$ cat src/rtl/reg_file_controller.sv
// reg_file_controller
//   Sequences READ / WRITE / MOVE / ADD commands onto the single port of a
//   register file whose read data is registered (valid one edge after a
//   non-load cycle). It is the only driver of that port.
//
// Ports
//   i_clk, i_rstN                : clock (rising edge), async active-low reset
//   i_cmdValid / o_cmdReady      : command handshake
//   i_cmdOp                      : 00 READ, 01 WRITE, 10 MOVE, 11 ADD
//   i_cmdDst / i_cmdSrc          : destination / source register address
//   i_cmdData                    : write data (WRITE) or addend (ADD)
//   o_rspValid / i_rspReady      : response handshake
//   o_rspData / o_rspErr         : result value / rejected-command flag
//   o_ldSig, o_regSel, o_regData : register file load, select, data in
//   i_regData                    : register file data out
module reg_file_controller #(
    parameter int SELECT_WIDTH = 4,
    parameter int REG_WIDTH    = 8,
    parameter int NUM_REGS     = 4
) (
    input  logic                    i_clk,
    input  logic                    i_rstN,
    input  logic                    i_cmdValid,
    output logic                    o_cmdReady,
    input  logic [1:0]              i_cmdOp,
    input  logic [SELECT_WIDTH-1:0] i_cmdDst,
    input  logic [SELECT_WIDTH-1:0] i_cmdSrc,
    input  logic [REG_WIDTH-1:0]    i_cmdData,
    output logic                    o_rspValid,
    input  logic                    i_rspReady,
    output logic [REG_WIDTH-1:0]    o_rspData,
    output logic                    o_rspErr,
    output logic                    o_ldSig,
    output logic [SELECT_WIDTH-1:0] o_regSel,
    output logic [REG_WIDTH-1:0]    o_regData,
    input  logic [REG_WIDTH-1:0]    i_regData
);

    localparam logic [1:0] OP_READ  = 2'b00;
    localparam logic [1:0] OP_WRITE = 2'b01;
    localparam logic [1:0] OP_MOVE  = 2'b10;

    typedef enum logic [2:0] {
        S_IDLE,
        S_RD,
        S_CAP,
        S_WR,
        S_RSP
    } state_t;

    state_t                  state_q, state_d;
    logic [1:0]              op_q, op_d;
    logic [SELECT_WIDTH-1:0] dst_q, dst_d;
    logic [REG_WIDTH-1:0]    data_q, data_d;

    logic                    cmdReady_q, cmdReady_d;
    logic                    rspValid_q, rspValid_d;
    logic [REG_WIDTH-1:0]    rspData_q, rspData_d;
    logic                    rspErr_q, rspErr_d;
    logic                    ldSig_q, ldSig_d;
    logic [SELECT_WIDTH-1:0] regSel_q, regSel_d;
    logic [REG_WIDTH-1:0]    regData_q, regData_d;

    logic [31:0]             dstExt;
    logic                    dstInvalid;

    assign dstExt     = 32'(i_cmdDst);
    assign dstInvalid = (dstExt >= 32'(NUM_REGS));

    always_comb begin
        state_d    = state_q;
        op_d       = op_q;
        dst_d      = dst_q;
        data_d     = data_q;
        cmdReady_d = cmdReady_q;
        rspValid_d = rspValid_q;
        rspData_d  = rspData_q;
        rspErr_d   = rspErr_q;
        ldSig_d    = 1'b0;
        regSel_d   = regSel_q;
        regData_d  = regData_q;

        unique case (state_q)
            S_IDLE: begin
                cmdReady_d = 1'b1;
                // cmdReady_q gates acceptance so the first edge after reset
                // only raises ready.
                if (i_cmdValid && cmdReady_q) begin
                    cmdReady_d = 1'b0;
                    op_d       = i_cmdOp;
                    dst_d      = i_cmdDst;
                    data_d     = i_cmdData;
                    if (i_cmdOp != OP_READ && dstInvalid) begin
                        state_d    = S_RSP;
                        rspValid_d = 1'b1;
                        rspErr_d   = 1'b1;
                        rspData_d  = '0;
                    end else if (i_cmdOp == OP_WRITE) begin
                        state_d   = S_WR;
                        ldSig_d   = 1'b1;
                        regSel_d  = i_cmdDst;
                        regData_d = i_cmdData;
                    end else begin
                        // ADD reads its own destination; READ/MOVE read src.
                        state_d  = S_RD;
                        regSel_d = (i_cmdOp == OP_READ || i_cmdOp == OP_MOVE) ?
                                   i_cmdSrc : i_cmdDst;
                    end
                end
            end
            S_RD: begin
                // Register file samples the select on this edge.
                state_d = S_CAP;
            end
            S_CAP: begin
                if (op_q == OP_READ) begin
                    state_d    = S_RSP;
                    rspValid_d = 1'b1;
                    rspData_d  = i_regData;
                    rspErr_d   = 1'b0;
                end else begin
                    state_d   = S_WR;
                    ldSig_d   = 1'b1;
                    regSel_d  = dst_q;
                    // MOVE copies; ADD wraps modulo 2^REG_WIDTH.
                    regData_d = (op_q == OP_MOVE) ? i_regData : i_regData + data_q;
                end
            end
            S_WR: begin
                // The value just written is the response for every write op.
                state_d    = S_RSP;
                rspValid_d = 1'b1;
                rspData_d  = regData_q;
                rspErr_d   = 1'b0;
            end
            S_RSP: begin
                if (i_rspReady) begin
                    state_d    = S_IDLE;
                    rspValid_d = 1'b0;
                    cmdReady_d = 1'b1;
                end
            end
            default: begin
                state_d    = S_IDLE;
                cmdReady_d = 1'b0;
                rspValid_d = 1'b0;
            end
        endcase
    end

    always_ff @(posedge i_clk or negedge i_rstN) begin
        if (!i_rstN) begin
            state_q    <= S_IDLE;
            op_q       <= '0;
            dst_q      <= '0;
            data_q     <= '0;
            cmdReady_q <= 1'b0;
            rspValid_q <= 1'b0;
            rspData_q  <= '0;
            rspErr_q   <= 1'b0;
            ldSig_q    <= 1'b0;
            regSel_q   <= '0;
            regData_q  <= '0;
        end else begin
            state_q    <= state_d;
            op_q       <= op_d;
            dst_q      <= dst_d;
            data_q     <= data_d;
            cmdReady_q <= cmdReady_d;
            rspValid_q <= rspValid_d;
            rspData_q  <= rspData_d;
            rspErr_q   <= rspErr_d;
            ldSig_q    <= ldSig_d;
            regSel_q   <= regSel_d;
            regData_q  <= regData_d;
        end
    end

    assign o_cmdReady = cmdReady_q;
    assign o_rspValid = rspValid_q;
    assign o_rspData  = rspData_q;
    assign o_rspErr   = rspErr_q;
    assign o_ldSig    = ldSig_q;
    assign o_regSel   = regSel_q;
    assign o_regData  = regData_q;

endmodule

$ cat config.mk
export PLATFORM = sky130hd
export DESIGN_NAME = reg_file_controller
export DESIGN_NICKNAME = d
export VERILOG_FILES = /design/src/rtl/reg_file_controller.sv
export SDC_FILE = /design/constraint.sdc
export NUM_CORES = 1
export LEC_CHECK = 0
export CORE_MARGIN = 3
export CORE_UTILIZATION = 50
export DETAILED_ROUTE_END_ITERATION = 8
export PLACE_DENSITY = 0.77
export SETUP_SLACK_MARGIN = 0.2
export SYNTH_ARGS = -nofsm -noshare
export SYNTH_HDL_FRONTEND = slang
export SYNTH_SLANG_ARGS = --single-unit
$ cat constraint.sdc
create_clock -name i_clk -period 2.4 [get_ports i_clk]
set_input_delay 0.72 -clock i_clk [delete_from_list [all_inputs] [get_ports i_clk]]
set_output_delay 0.72 -clock i_clk [all_outputs]
set_load 0.005 [all_outputs]
==> results.toml, run 1 <==
[timing]
tightest_slew_ps = 452
max_slew_margin_pct = 69.8
finalSetupViolCount = 0
fin_crit_sh_pct = 91.2
finalSetupTns_ps = 0
finClkSkew_ps = 4.70
finalCriticalPeriod_ps = 2190
drv_slew = 0
clock.fmax_mhz = 457
hold_viol_final = 0
grt_setup_unrepaired = "yes"

[route]
wire_per_inst_um = 16.3
totalWireLength_mm = 5.94
firstDrtPassIters = 4
routed_via_density = 5.73
drcViolationCount = 0
ant_nets = 0
via_count = 2092
drt_iter0_drc = 186

[placed_design]
place.gp.congestion = 0.907
portBuffers = 53
post_dp_cell_area_um2 = 3080
post-dp-hpwl_mm = 4.21

[synthesis]
synthCells = 235
synth_top_area_share_pct = 44.3
synthesis.nets = 273
synth_mux_area_share_pct = 8.47
synth.top_cells.by_area = "dfrtp_1 (44%), mux2_2 (6.3%), a21oi_1 (4.7%), nor2_1 (4.7%), o21ai_0 (4.3%)"
yosysSeqAreaShare_pct = 44.3
synth_top_family_by_area = "compound AO/OA/AOI/OAI gates"
ys_ff_latch = 41
syn_area_um2 = 2320
synth.avg_cell_area_um2 = 9.87
synth_compound_area_share_pct = 21.8
synth-simple-area-share_pct = 14.6
yosysUniqueCellTypes = 55
yosysTopAreaCell = "dfrtp_1"
synthAdderAreaFrac_pct = 4.64
synth_edf_count = 0
ys.warnings.count = 0
async_flop_share_pct = 100
synthXorXnorAreaFrac_pct = 1.51
ys.flop_type = "dfrtp_1"

[setup_path]
crit_path_max_fanout = 3
end_kind = "flop"
critPathKind = "in -> reg"
startpoint_type = "primary input"
cp_data_required_time_ps = 2570
cp.arrival_ps = 2360
r2r_slack_ps = 480
rr_worst_depth = 4

[layout]
finish.instance_area_um2 = 3280
final_common_cell = "clkdlybuf4s50_1"
nFillCells = 345
syn_to_final_growth_pct = 41.6
nets = 350
antenna_cells = 0
layout_common_cells = "clkdlybuf4s50_1 (47), dfrtp_1 (41), nor2_1 (28), buf_4 (26), a21oi_1 (20)"
layout-drive-gt1-share_pct = 23.3

[clock_tree]
holdBufCountCts = 0
clock_path_buffers = 2
clk_pin_slew_ps = 80
insertion_delay_ps = 300
cts_root_buf = "clkbuf_8"
h-tree-depth = 2
cts_inserted_buffers = 5
cts_tree = "built"
cts.sinks = 41

[floorplan]
chipHeight_um = 74.1
dieArea_um2 = 5490
core_um2 = 4410
io_pins = 54
die_w_um = 74.1
row_count = 24
start_util_pct = 52.5

[global_routing]
grt_pass1_wl_mm = 9.27
grt-ovfl-total = 0
first_global_vias = 1928
antenna_found_initial = 0
grt_usage_pct = 22.3
grt_max_degree = 42

[job]
drv_cap = 0

[power]
powerDensity_nw_per_um2 = 1230
vdd_ir_drop_max_mv = 0.572
power_leakage_uw = 0.00142
power_uw = 4040

[run_status]
outcome = "completed"

[hold_path]
hold_class = "in -> async"
[cells by family after synthesis]
| family | Yosys count |
|---|---|
| AOI/OAI and AO/OA | 77 |
| xor gates and xnor gates | 4 |
| adders and majority gates | 8 |
| buffers and inverters | 23 |
| DFF | 41 |
| muxes | 18 |
| and+or+nand+nor | 64 |
[path summary, 6_finish.rpt]
check                               end         start
max in group asynchronous     data_q[1]        i_rstN
min                          o_cmdReady        i_rstN
min in group i_clk          o_regSel[1]   o_regSel[1]
max reg2reg                o_regData[7]    state_q[0]
max                        o_regData[7]  i_regData[4]
min reg2reg                 o_regSel[1]   o_regSel[1]
[cell type report]
| class | instances | area, um2 | share of cell area, % |
|---|---|---|---|
| clock buffers | 6 | 82.6 | 2.52 |
| inverters | 11 | 41.3 | 1.26 |
| multi-input cells | 171 | 1250 | 38.2 |
| repair buffers | 82 | 777 | 23.7 |
| clock inverters | 2 | 37.5 | 1.14 |
| well taps | 52 | 65.1 | 1.98 |
| flip-flops and latches | 41 | 1030 | 31.3 |
[cell usage after synthesis, drive strengths merged, types with 3 or more instances]
library cell,instances
a211o,3
a211oi,3
a21oi,23
a22oi,8
buf,7
clkbuf,5
dfrtp,41
ha,7
inv,11
mux2,13
mux2i,5
nand2,14
nor2,29
nor3,4
o21ai,20
xor2,3
[registers in the layout, summed over array words and instances, names as in the netlist]
register    cells
data_q          8
dst_q           4
o_cmdReady      1
o_ldSig         1
o_regData       8
o_regSel        4
o_rspData       8
o_rspErr        1
o_rspValid      1
op_q            2
state_q         3
[metrics by stage]
step                utilization [%]  hold slack [ps]  setup WS (ps)  instances
floorplan                         -              424            215        235
global placement               69.7              468           -368        356
detailed placement             69.7              474           -441        356
CTS                            73.4              386            200        365
global route                   74.3              391            138        365
finish                         74.3              381            210        365
[routing by layer]
metal  share of wire, %  track usage, %  up-vias  wire length [um]
li1                   -               -     1013                 -
met1                 45            31.3     1003              2690
met2                 47            34.3       67              2800
met3                6.0            5.00        9               358
met4                1.6            7.44        0                96
met5                  0               0        -                 0
[what timing repair did]
action / 4_1_cts / 5_1_grt
setup buffers: 1 / 0
resized for setup: 11 / 10
pin swaps: 12 / 3
endpoints found under the setup margin: 6 / 8
[power breakdown]
| group | total, uW | leakage [uW] | switching (uW) | internal (uW) |
|---|---|---|---|---|
| Clock | 588 | 0.0000574 | 250 | 338 |
| Sequential | 1290 | 0.000492 | 263 | 1030 |
| Combinational | 2160 | 0.000872 | 977 | 1190 |
| Total | 4040 | 0.00142 | 1490 | 2550 |
[worst max-delay path, cell delays in order]
cell,delay [ps]
clkdlybuf4s50_1,540
ha_4,360
o21ai_1,80
a21boi_0,250
a2bb2oi_2,170
xnor2_1,130
a32oi_1,110
Power figures use the tool's default switching activity.
==> run 2: changes to the inputs <==
Settings changed: CTS_CLUSTER_SIZE set to 28.
==> results of run 2 <==
Same layout as run 1: the final DEF is identical, and so are final timing and power.
==> run 3: changes to the inputs <==
Settings changed: CTS_CLUSTER_SIZE 28 to 12.
==> results of run 3 <==
Same layout as run 1: the final DEF is identical, and so are final timing and power.
